## config.mk

```make
export PLATFORM = sky130hd
export DESIGN_NAME = axi_lite_regfile_flat
export DESIGN_NICKNAME = d
export VERILOG_FILES = /design/src/rtl/axi_lite_regfile_if.sv /design/src/rtl/axi_lite_regfile.sv /design/src/flat_wrapper.sv
export SDC_FILE = /design/constraint.sdc
export NUM_CORES = 1
export LEC_CHECK = 0
export CAP_MARGIN = 0
export CORE_AREA = 2 2 661 663
export CTS_CLUSTER_DIAMETER = 150
export DETAILED_ROUTE_END_ITERATION = 10
export DIE_AREA = 0 0 663 665
export HOLD_SLACK_MARGIN = 0.1
export PLACE_DENSITY_LB_ADDON = 0.15
export SLEW_MARGIN = 30
export SYNTH_ARGS = -nofsm -noshare
export SYNTH_HDL_FRONTEND = slang
export SYNTH_SLANG_ARGS = --single-unit
```

## constraint.sdc

```tcl
create_clock -name aclk -period 31.7 [get_ports aclk]
set_clock_uncertainty 0.05 [all_clocks]
set_input_delay 3.17 -clock aclk [delete_from_list [all_inputs] [get_ports aclk]]
set_output_delay 3.17 -clock aclk [all_outputs]
set_load 0.1 [all_outputs]
```

## src/rtl/axi_lite_regfile_if.sv

```systemverilog
// AXI4-Lite bus bundle for axi_lite_regfile.
// master: drives requests (bench / interconnect); slave: the register file.
interface axi_lite_regfile_if #(
  parameter int ADDR_WIDTH = 8
);
  logic [ADDR_WIDTH-1:0] awaddr;
  logic [2:0]            awprot;
  logic                  awvalid;
  logic                  awready;
  logic [31:0]           wdata;
  logic [3:0]            wstrb;
  logic                  wvalid;
  logic                  wready;
  logic [1:0]            bresp;
  logic                  bvalid;
  logic                  bready;
  logic [ADDR_WIDTH-1:0] araddr;
  logic [2:0]            arprot;
  logic                  arvalid;
  logic                  arready;
  logic [31:0]           rdata;
  logic [1:0]            rresp;
  logic                  rvalid;
  logic                  rready;

  modport master (
    output awaddr, awprot, awvalid, input awready,
    output wdata, wstrb, wvalid, input wready,
    input bresp, bvalid, output bready,
    output araddr, arprot, arvalid, input arready,
    input rdata, rresp, rvalid, output rready
  );

  modport slave (
    input awaddr, awprot, awvalid, output awready,
    input wdata, wstrb, wvalid, output wready,
    output bresp, bvalid, input bready,
    input araddr, arprot, arvalid, output arready,
    output rdata, rresp, rvalid, input rready
  );
endinterface

```

## src/rtl/axi_lite_regfile.sv

```systemverilog
// AXI4-Lite register file: N_REGS x 32-bit, RW / RO (from reg_in) registers,
// byte strobes, SLVERR on out-of-range or RO writes, per-register pulses.
// Optional write-1-to-clear registers: define AXI_LITE_REGFILE_W1C_EN.
//
// Write-side FSM:
//   state   | meaning
//   ST_RST  | first cycle after reset, all readies held low
//   ST_IDLE | nothing held, AW and W both acceptable
//   ST_ADDR | address held, waiting for data
//   ST_DATA | data held, waiting for address
//   ST_RESP | bvalid high, waiting for bready
module axi_lite_regfile #(
  parameter int                N_REGS     = 16,
  parameter int                ADDR_WIDTH = 8,
  parameter logic [N_REGS-1:0] RO_MASK    = '0,
  parameter logic [N_REGS-1:0] W1C_MASK   = '0
) (
  input  logic                   aclk,
  input  logic                   areset,
  axi_lite_regfile_if.slave      axi,
  output logic [N_REGS*32-1:0]   reg_out,
  input  logic [N_REGS*32-1:0]   reg_in,
  input  logic [N_REGS*32-1:0]   reg_set,
  output logic [N_REGS-1:0]      wr_pulse,
  output logic [N_REGS-1:0]      rd_pulse
);
  localparam int IDXW = ADDR_WIDTH - 2;

  typedef enum logic [2:0] {ST_RST, ST_IDLE, ST_ADDR, ST_DATA, ST_RESP} wr_state_t;

  wr_state_t             state_q, state_d;
  logic                  aw_acc, w_acc, ar_acc, commit, c_ok;
  logic [IDXW-1:0]       aw_idx_q, w_idx, r_idx;
  logic [31:0]           wdata_q, c_wdata, c_bmask;
  logic [3:0]            wstrb_q, c_wstrb;
  logic [1:0]            bresp_q;
  logic [N_REGS-1:0]     wr_hit, r_hit;
  logic [N_REGS*32-1:0]  regs_flat;
  logic [31:0]           r_val, rdata_q;
  logic                  r_ok, rvalid_q;
  logic [1:0]            rresp_q;

  assign axi.awready = (state_q == ST_IDLE) || (state_q == ST_DATA);
  assign axi.wready  = (state_q == ST_IDLE) || (state_q == ST_ADDR);
  assign axi.bvalid  = (state_q == ST_RESP);
  assign axi.bresp   = bresp_q;
  assign axi.arready = (state_q != ST_RST) && !rvalid_q;
  assign axi.rvalid  = rvalid_q;
  assign axi.rdata   = rdata_q;
  assign axi.rresp   = rresp_q;

  assign aw_acc = axi.awvalid && axi.awready;
  assign w_acc  = axi.wvalid && axi.wready;
  assign ar_acc = axi.arvalid && axi.arready;
  // Commit as soon as both halves are either held or arriving this cycle.
  assign commit = (aw_acc || state_q == ST_ADDR) && (w_acc || state_q == ST_DATA);

  assign w_idx   = (state_q == ST_ADDR) ? aw_idx_q : axi.awaddr[ADDR_WIDTH-1:2];
  assign c_wdata = (state_q == ST_DATA) ? wdata_q : axi.wdata;
  assign c_wstrb = (state_q == ST_DATA) ? wstrb_q : axi.wstrb;
  assign c_bmask = {{8{c_wstrb[3]}}, {8{c_wstrb[2]}}, {8{c_wstrb[1]}}, {8{c_wstrb[0]}}};
  assign r_idx   = axi.araddr[ADDR_WIDTH-1:2];

  // Write FSM state register.
  always_ff @(posedge aclk or posedge areset) begin
    if (areset) state_q <= ST_RST;
    else        state_q <= state_d;
  end

  // Write FSM next-state.
  always_comb begin
    state_d = state_q;
    case (state_q)
      ST_RST:  state_d = ST_IDLE;
      ST_IDLE: begin
        if (commit)      state_d = ST_RESP;
        else if (aw_acc) state_d = ST_ADDR;
        else if (w_acc)  state_d = ST_DATA;
      end
      ST_ADDR: if (commit) state_d = ST_RESP;
      ST_DATA: if (commit) state_d = ST_RESP;
      ST_RESP: if (axi.bready) state_d = ST_IDLE;
      default: state_d = ST_IDLE;
    endcase
  end

  // Capture whichever half of the write arrives first; cleared at commit.
  always_ff @(posedge aclk or posedge areset) begin
    if (areset) begin
      aw_idx_q <= '0;
      wdata_q  <= '0;
      wstrb_q  <= '0;
    end else if (commit) begin
      aw_idx_q <= '0;
      wdata_q  <= '0;
      wstrb_q  <= '0;
    end else begin
      if (aw_acc) aw_idx_q <= axi.awaddr[ADDR_WIDTH-1:2];
      if (w_acc) begin
        wdata_q <= axi.wdata;
        wstrb_q <= axi.wstrb;
      end
    end
  end

  // Decode the committing write; RO and out-of-range indices hit nothing.
  always_comb begin
    wr_hit = '0;
    for (int i = 0; i < N_REGS; i++)
      wr_hit[i] = commit && (int'(w_idx) == i) && !RO_MASK[i];
  end
  assign c_ok = |wr_hit;

  // Write response and per-register write strobe.
  always_ff @(posedge aclk or posedge areset) begin
    if (areset) begin
      bresp_q  <= 2'b00;
      wr_pulse <= '0;
    end else begin
      wr_pulse <= wr_hit;
      if (commit) bresp_q <= c_ok ? 2'b00 : 2'b10;
    end
  end

  for (genvar g = 0; g < N_REGS; g++) begin : g_reg
    logic [31:0] q;

    // Register storage: strobed byte merge, or set/clear for W1C registers.
    always_ff @(posedge aclk or posedge areset) begin
      if (areset) begin
        q <= '0;
      end else begin
`ifdef AXI_LITE_REGFILE_W1C_EN
        if (W1C_MASK[g] && !RO_MASK[g])
          q <= (q & ~(wr_hit[g] ? (c_wdata & c_bmask) : 32'h0)) | reg_set[32*g +: 32];
        else
`endif
        if (wr_hit[g]) q <= (q & ~c_bmask) | (c_wdata & c_bmask);
      end
    end

    assign regs_flat[32*g +: 32] = q;
    assign reg_out[32*g +: 32]   = RO_MASK[g] ? (areset ? 32'h0 : reg_in[32*g +: 32]) : q;
  end

  // Read mux; sees the pre-write value when a commit lands on the same edge.
  always_comb begin
    r_val = 32'h0;
    r_ok  = 1'b0;
    r_hit = '0;
    for (int i = 0; i < N_REGS; i++) begin
      if (int'(r_idx) == i) begin
        r_ok     = 1'b1;
        r_hit[i] = 1'b1;
        r_val    = RO_MASK[i] ? reg_in[32*i +: 32] : regs_flat[32*i +: 32];
      end
    end
  end

  // Read channel: one-cycle latency, data held until rready.
  always_ff @(posedge aclk or posedge areset) begin
    if (areset) begin
      rvalid_q <= 1'b0;
      rdata_q  <= '0;
      rresp_q  <= 2'b00;
      rd_pulse <= '0;
    end else begin
      rd_pulse <= '0;
      if (ar_acc) begin
        rvalid_q <= 1'b1;
        rdata_q  <= r_val;
        rresp_q  <= r_ok ? 2'b00 : 2'b10;
        rd_pulse <= r_hit;
      end else if (rvalid_q && axi.rready) begin
        rvalid_q <= 1'b0;
      end
    end
  end

  // Protection bits, sub-word address bits and (when W1C is off) reg_set are don't-cares.
  logic unused_ok;
  assign unused_ok = ^{axi.awprot, axi.arprot, axi.awaddr[1:0], axi.araddr[1:0], reg_set};
endmodule

```

## src/flat_wrapper.sv

```systemverilog
// flat-port wrapper written by rule: the top's interface ports become plain ports
module axi_lite_regfile_flat 
#(
  parameter int                N_REGS     = 16,
  parameter int                ADDR_WIDTH = 8,
  parameter logic [N_REGS-1:0] RO_MASK    = '0,
  parameter logic [N_REGS-1:0] W1C_MASK   = '0
)
  (aclk, areset, reg_out, reg_in, reg_set, wr_pulse, rd_pulse, axi_awaddr, axi_awprot, axi_awvalid, axi_awready, axi_wdata, axi_wstrb, axi_wvalid, axi_wready, axi_bresp, axi_bvalid, axi_bready, axi_araddr, axi_arprot, axi_arvalid, axi_arready, axi_rdata, axi_rresp, axi_rvalid, axi_rready);
  axi_lite_regfile_if #(.ADDR_WIDTH(ADDR_WIDTH)) axi_i ();
  input  logic aclk;
  input  logic areset;
  output logic [N_REGS*32-1:0] reg_out;
  input  logic [N_REGS*32-1:0] reg_in;
  input  logic [N_REGS*32-1:0] reg_set;
  output logic [N_REGS-1:0] wr_pulse;
  output logic [N_REGS-1:0] rd_pulse;
  input wire logic [$bits(axi_i.awaddr)-1:0] axi_awaddr;
  input wire logic [$bits(axi_i.awprot)-1:0] axi_awprot;
  input wire logic [$bits(axi_i.awvalid)-1:0] axi_awvalid;
  output wire logic [$bits(axi_i.awready)-1:0] axi_awready;
  input wire logic [$bits(axi_i.wdata)-1:0] axi_wdata;
  input wire logic [$bits(axi_i.wstrb)-1:0] axi_wstrb;
  input wire logic [$bits(axi_i.wvalid)-1:0] axi_wvalid;
  output wire logic [$bits(axi_i.wready)-1:0] axi_wready;
  output wire logic [$bits(axi_i.bresp)-1:0] axi_bresp;
  output wire logic [$bits(axi_i.bvalid)-1:0] axi_bvalid;
  input wire logic [$bits(axi_i.bready)-1:0] axi_bready;
  input wire logic [$bits(axi_i.araddr)-1:0] axi_araddr;
  input wire logic [$bits(axi_i.arprot)-1:0] axi_arprot;
  input wire logic [$bits(axi_i.arvalid)-1:0] axi_arvalid;
  output wire logic [$bits(axi_i.arready)-1:0] axi_arready;
  output wire logic [$bits(axi_i.rdata)-1:0] axi_rdata;
  output wire logic [$bits(axi_i.rresp)-1:0] axi_rresp;
  output wire logic [$bits(axi_i.rvalid)-1:0] axi_rvalid;
  input wire logic [$bits(axi_i.rready)-1:0] axi_rready;
  assign axi_i.awaddr = axi_awaddr;
  assign axi_i.awprot = axi_awprot;
  assign axi_i.awvalid = axi_awvalid;
  assign axi_awready = axi_i.awready;
  assign axi_i.wdata = axi_wdata;
  assign axi_i.wstrb = axi_wstrb;
  assign axi_i.wvalid = axi_wvalid;
  assign axi_wready = axi_i.wready;
  assign axi_bresp = axi_i.bresp;
  assign axi_bvalid = axi_i.bvalid;
  assign axi_i.bready = axi_bready;
  assign axi_i.araddr = axi_araddr;
  assign axi_i.arprot = axi_arprot;
  assign axi_i.arvalid = axi_arvalid;
  assign axi_arready = axi_i.arready;
  assign axi_rdata = axi_i.rdata;
  assign axi_rresp = axi_i.rresp;
  assign axi_rvalid = axi_i.rvalid;
  assign axi_i.rready = axi_rready;
  axi_lite_regfile #(.N_REGS(N_REGS), .ADDR_WIDTH(ADDR_WIDTH), .RO_MASK(RO_MASK), .W1C_MASK(W1C_MASK)) u_core (.aclk(aclk), .areset(areset), .axi(axi_i), .reg_out(reg_out), .reg_in(reg_in), .reg_set(reg_set), .wr_pulse(wr_pulse), .rd_pulse(rd_pulse));
endmodule
```

==> flow_metrics.py <==
metrics = {
    "yosys": {
        "synth_xor_area_share_pct": 0.0309,
        "syn_avg_cell_area_um2": 11.4,
        "yosysWarnings": 0,
        "ys_seq_area_share_pct": 55.1,
        "synth_mux_area_share_pct": 19.8,
        "synth_compound_area_share_pct": 12.9,
        "synth_seq_cells": 624,
        "synth_top_family_by_area": "multiplexers",
        "async_flop_share_pct": 100,
        "synth_top_area_share_pct": 55.1,
        "yosys.area.top_type": "dfrtp_1",
        "syn_area_um2": 28300,
        "synth_area_leaders": "dfrtp_1, mux2_2, nand2_1",
        "synth_cell_types": 74,
        "yosys.area_share.simple_pct": 9.73,
        "synthFlopType": "dfrtp_1",
        "synth_adder_area_share_pct": 0,
        "synth_edf_count": 0,
        "synth_cells": 2489,
    },
    "sta": {
        "finalMaxSlewViolations": 0,
        "rsz0062_at_grt": "no",
        "hold_viol_final": 0,
        "layout_setup_ws_ns": 24.61,
        "finalCritPeriodShare_pct": 22.4,
        "slew_headroom_pct": 30.3,
        "whs_ns": 0.439,
        "min_period_ns": 7.09,
        "max_freq_mhz": 141,
        "setup_tns_ns": 0,
        "final-setup-viol-count": 0,
        "worst_pin_slew_ns": 1.05,
    },
    "critical_path": {
        "worstSetupStartpointType": "primary input",
        "path_max_fanout": 14,
        "crit_arrival_ns": 7.62,
        "setup.worst_path.class": "in -> reg",
        "setup.worst_path.end_class": "flop",
        "cp.required_ns": 32.23,
    },
    "cts": {
        "cts_tree": "yes",
        "insertion_delay_ns": 0.73,
        "clkTransAtPathRegs_ns": 0.07,
        "post_cts_buffers": 0,
        "cts_resized": 0,
        "cts_buffers": 90,
        "cts.sinks": 624,
        "clockBufferDepth": 3,
        "hold_buffers": 0,
        "cts-root-buf": "clkbuf_16",
        "htreeDepth": 3,
    },
    "global_routing": {
        "grt_usage_pct": 10.9,
        "grt_pass1_vias": 25100,
        "use_met1_pct": 14.6,
        "grt_pass1_wl_um": 309000,
        "grt_max_degree": 156,
        "met2_usage_pct": 18.0,
        "gr-total-overflow": 0,
        "use_met3_pct": 2.65,
        "top_usage_layer": "met2",
        "antenna_found_initial": 94,
    },
    "min_path": {
        "min_path_type": "reg -> reg",
    },
    "placement": {
        "place.gp.congestion": 0.717,
        "dpl_worst_slack_ns": 23.37,
        "dpl.hpwl_um": 194000,
        "port_buffers": 637,
    },
    "die": {
        "core_um2": 433000,
        "die_area_um2": 441000,
        "top_level_ports": 1674,
        "initial_core_util_pct": 6.54,
        "die_h_um": 665,
        "placementRows": 242,
        "die_width_um": 663,
    },
    "run_status": {
        "status": "complete, but fails checks",
        "violations": "antenna rules",
    },
    "routing": {
        "dr.pass1.iters": 6,
        "avgRoutedWirePerCell_um": 27.5,
        "drc_errors": 0,
        "drtIter0Drc": 1638,
        "ant_nets": 2,
        "postRouteWirelength_um": 248000,
        "drt-vias-per-instance": 2.73,
        "vias": 24600,
    },
    "power": {
        "leakage_nw": 18.2,
        "p_per_area_nw_per_um2": 90.7,
        "max-vdd-ir-drop_uv": 41.2,
    },
    "job": {
        "max_cap_viol_count": 0,
    },
    "final_layout": {
        "nNetsFinal": 4256,
        "syn2layout_area_growth_pct": 57.4,
        "drive_gt1_share_pct": 30.8,
    },
}
[critical path, stage by stage]
cell and delay, ns:
clkdlybuf4s50_1 0.81, or4b_1 0.48, buf_4 0.31, nor2_4 0.63, buf_4 0.42, mux2i_1 0.63, o22ai_1 0.25, a2111oi_4 0.68
o21ai_0 0.18
[final cells by class]
class,instances,area (µm²)
antenna,33,82.6
clock inverter,31,493
timing repair buffer,740,6200
clock buffer,134,2640
inverter,4,22.5
multi-input combinational,1707,12400
sequential,624,15600
tap,5734,7170
fill,49600,389000
[cell usage after synthesis (all sizes together), types with 8 or more instances]
library cell and n:
a22oi 43, and2 19, a221oi 24, o211ai 15
o22ai 46, dfrtp 624, o21ai 215, clkbuf 98
a21o 16, a22o 8, a21oi 131, o221ai 17
mux2 394, nand3 11, a221o 12, a222oi 14
buf 57, nand2b 8, mux2i 109, nand2 328
nand4 20, nor3 17, a211oi 12, nor2 165
[report_power, final]
part	total [mW]	internal, mW	switching [mW]	leakage, nW
clock network	1.10	0.646	0.458	1.52
logic	1.83	0.345	1.49	8.12
registers	1.11	0.940	0.170	8.59
total	4.05	1.93	2.12	18.2
[cells by family after synthesis]
logic type	after synthesis
other cells	1
flops	624
compound gates	588
xor+xnor	1
mux	505
buf+inv	159
simple gates	611
[per-layer routing]
layer	wire [µm]	share of wire, %	vias up
met5	13	0.0052	-
met4	4760	1.9	2
met3	16400	6.6	215
met2	115000	46	970
met1	112000	45	12900
li1	-	-	10500
[metrics by stage]
stage          power (mW)  cells  util [%]  instance area, µm²
2_1_floorplan        2.30   2490         -               28300
3_3_place_gp         3.03   8804      9.69               42000
3_5_place_dp         3.01   8805      9.54               41400
4_1_cts              4.15   8970      10.3               44500
5_1_grt              4.23   8977      10.3               44500
6_report             4.05   9007      10.3               44600
[path summary, 6_finish.rpt]
check / startpoint / slack [ns] / endpoint / cells after the start
min in group asynchronous: areset / 2.81 / async pin / 2
setup reg to reg: u_core.state_q[1] / 27.61 / flop / 7
hold reg to reg: u_core.axi.rresp[1] / 0.44 / u_core.axi.rresp[1] / 2
setup / recovery: axi_araddr[5] / 24.61 / u_core.axi.rdata[14] / 9
hold / removal: u_core.axi.rresp[1] / 0.44 / u_core.axi.rresp[1] / 2
max in group asynchronous: areset / 26.54 / async pin / 5
[placed cells by master (no fill, tap or decap), types with 23 or more instances in the layout]
cell             Yosys  layout
clkbuf_1            98      23
o21ai_0            214     212
a22oi_1             43      43
buf_2               39     151
mux2_2             386     386
a21oi_1            130     129
clkdlybuf4s50_1      0     374
clkbuf_16            0      91
a221oi_1            24      24
o22ai_1             45      45
nand2_1            316     305
buf_4                5     205
diode_2              0      33
nor2_1             165     147
dfrtp_1            624     624
mux2i_1            106      99
Power figures use the tool's default switching activity.
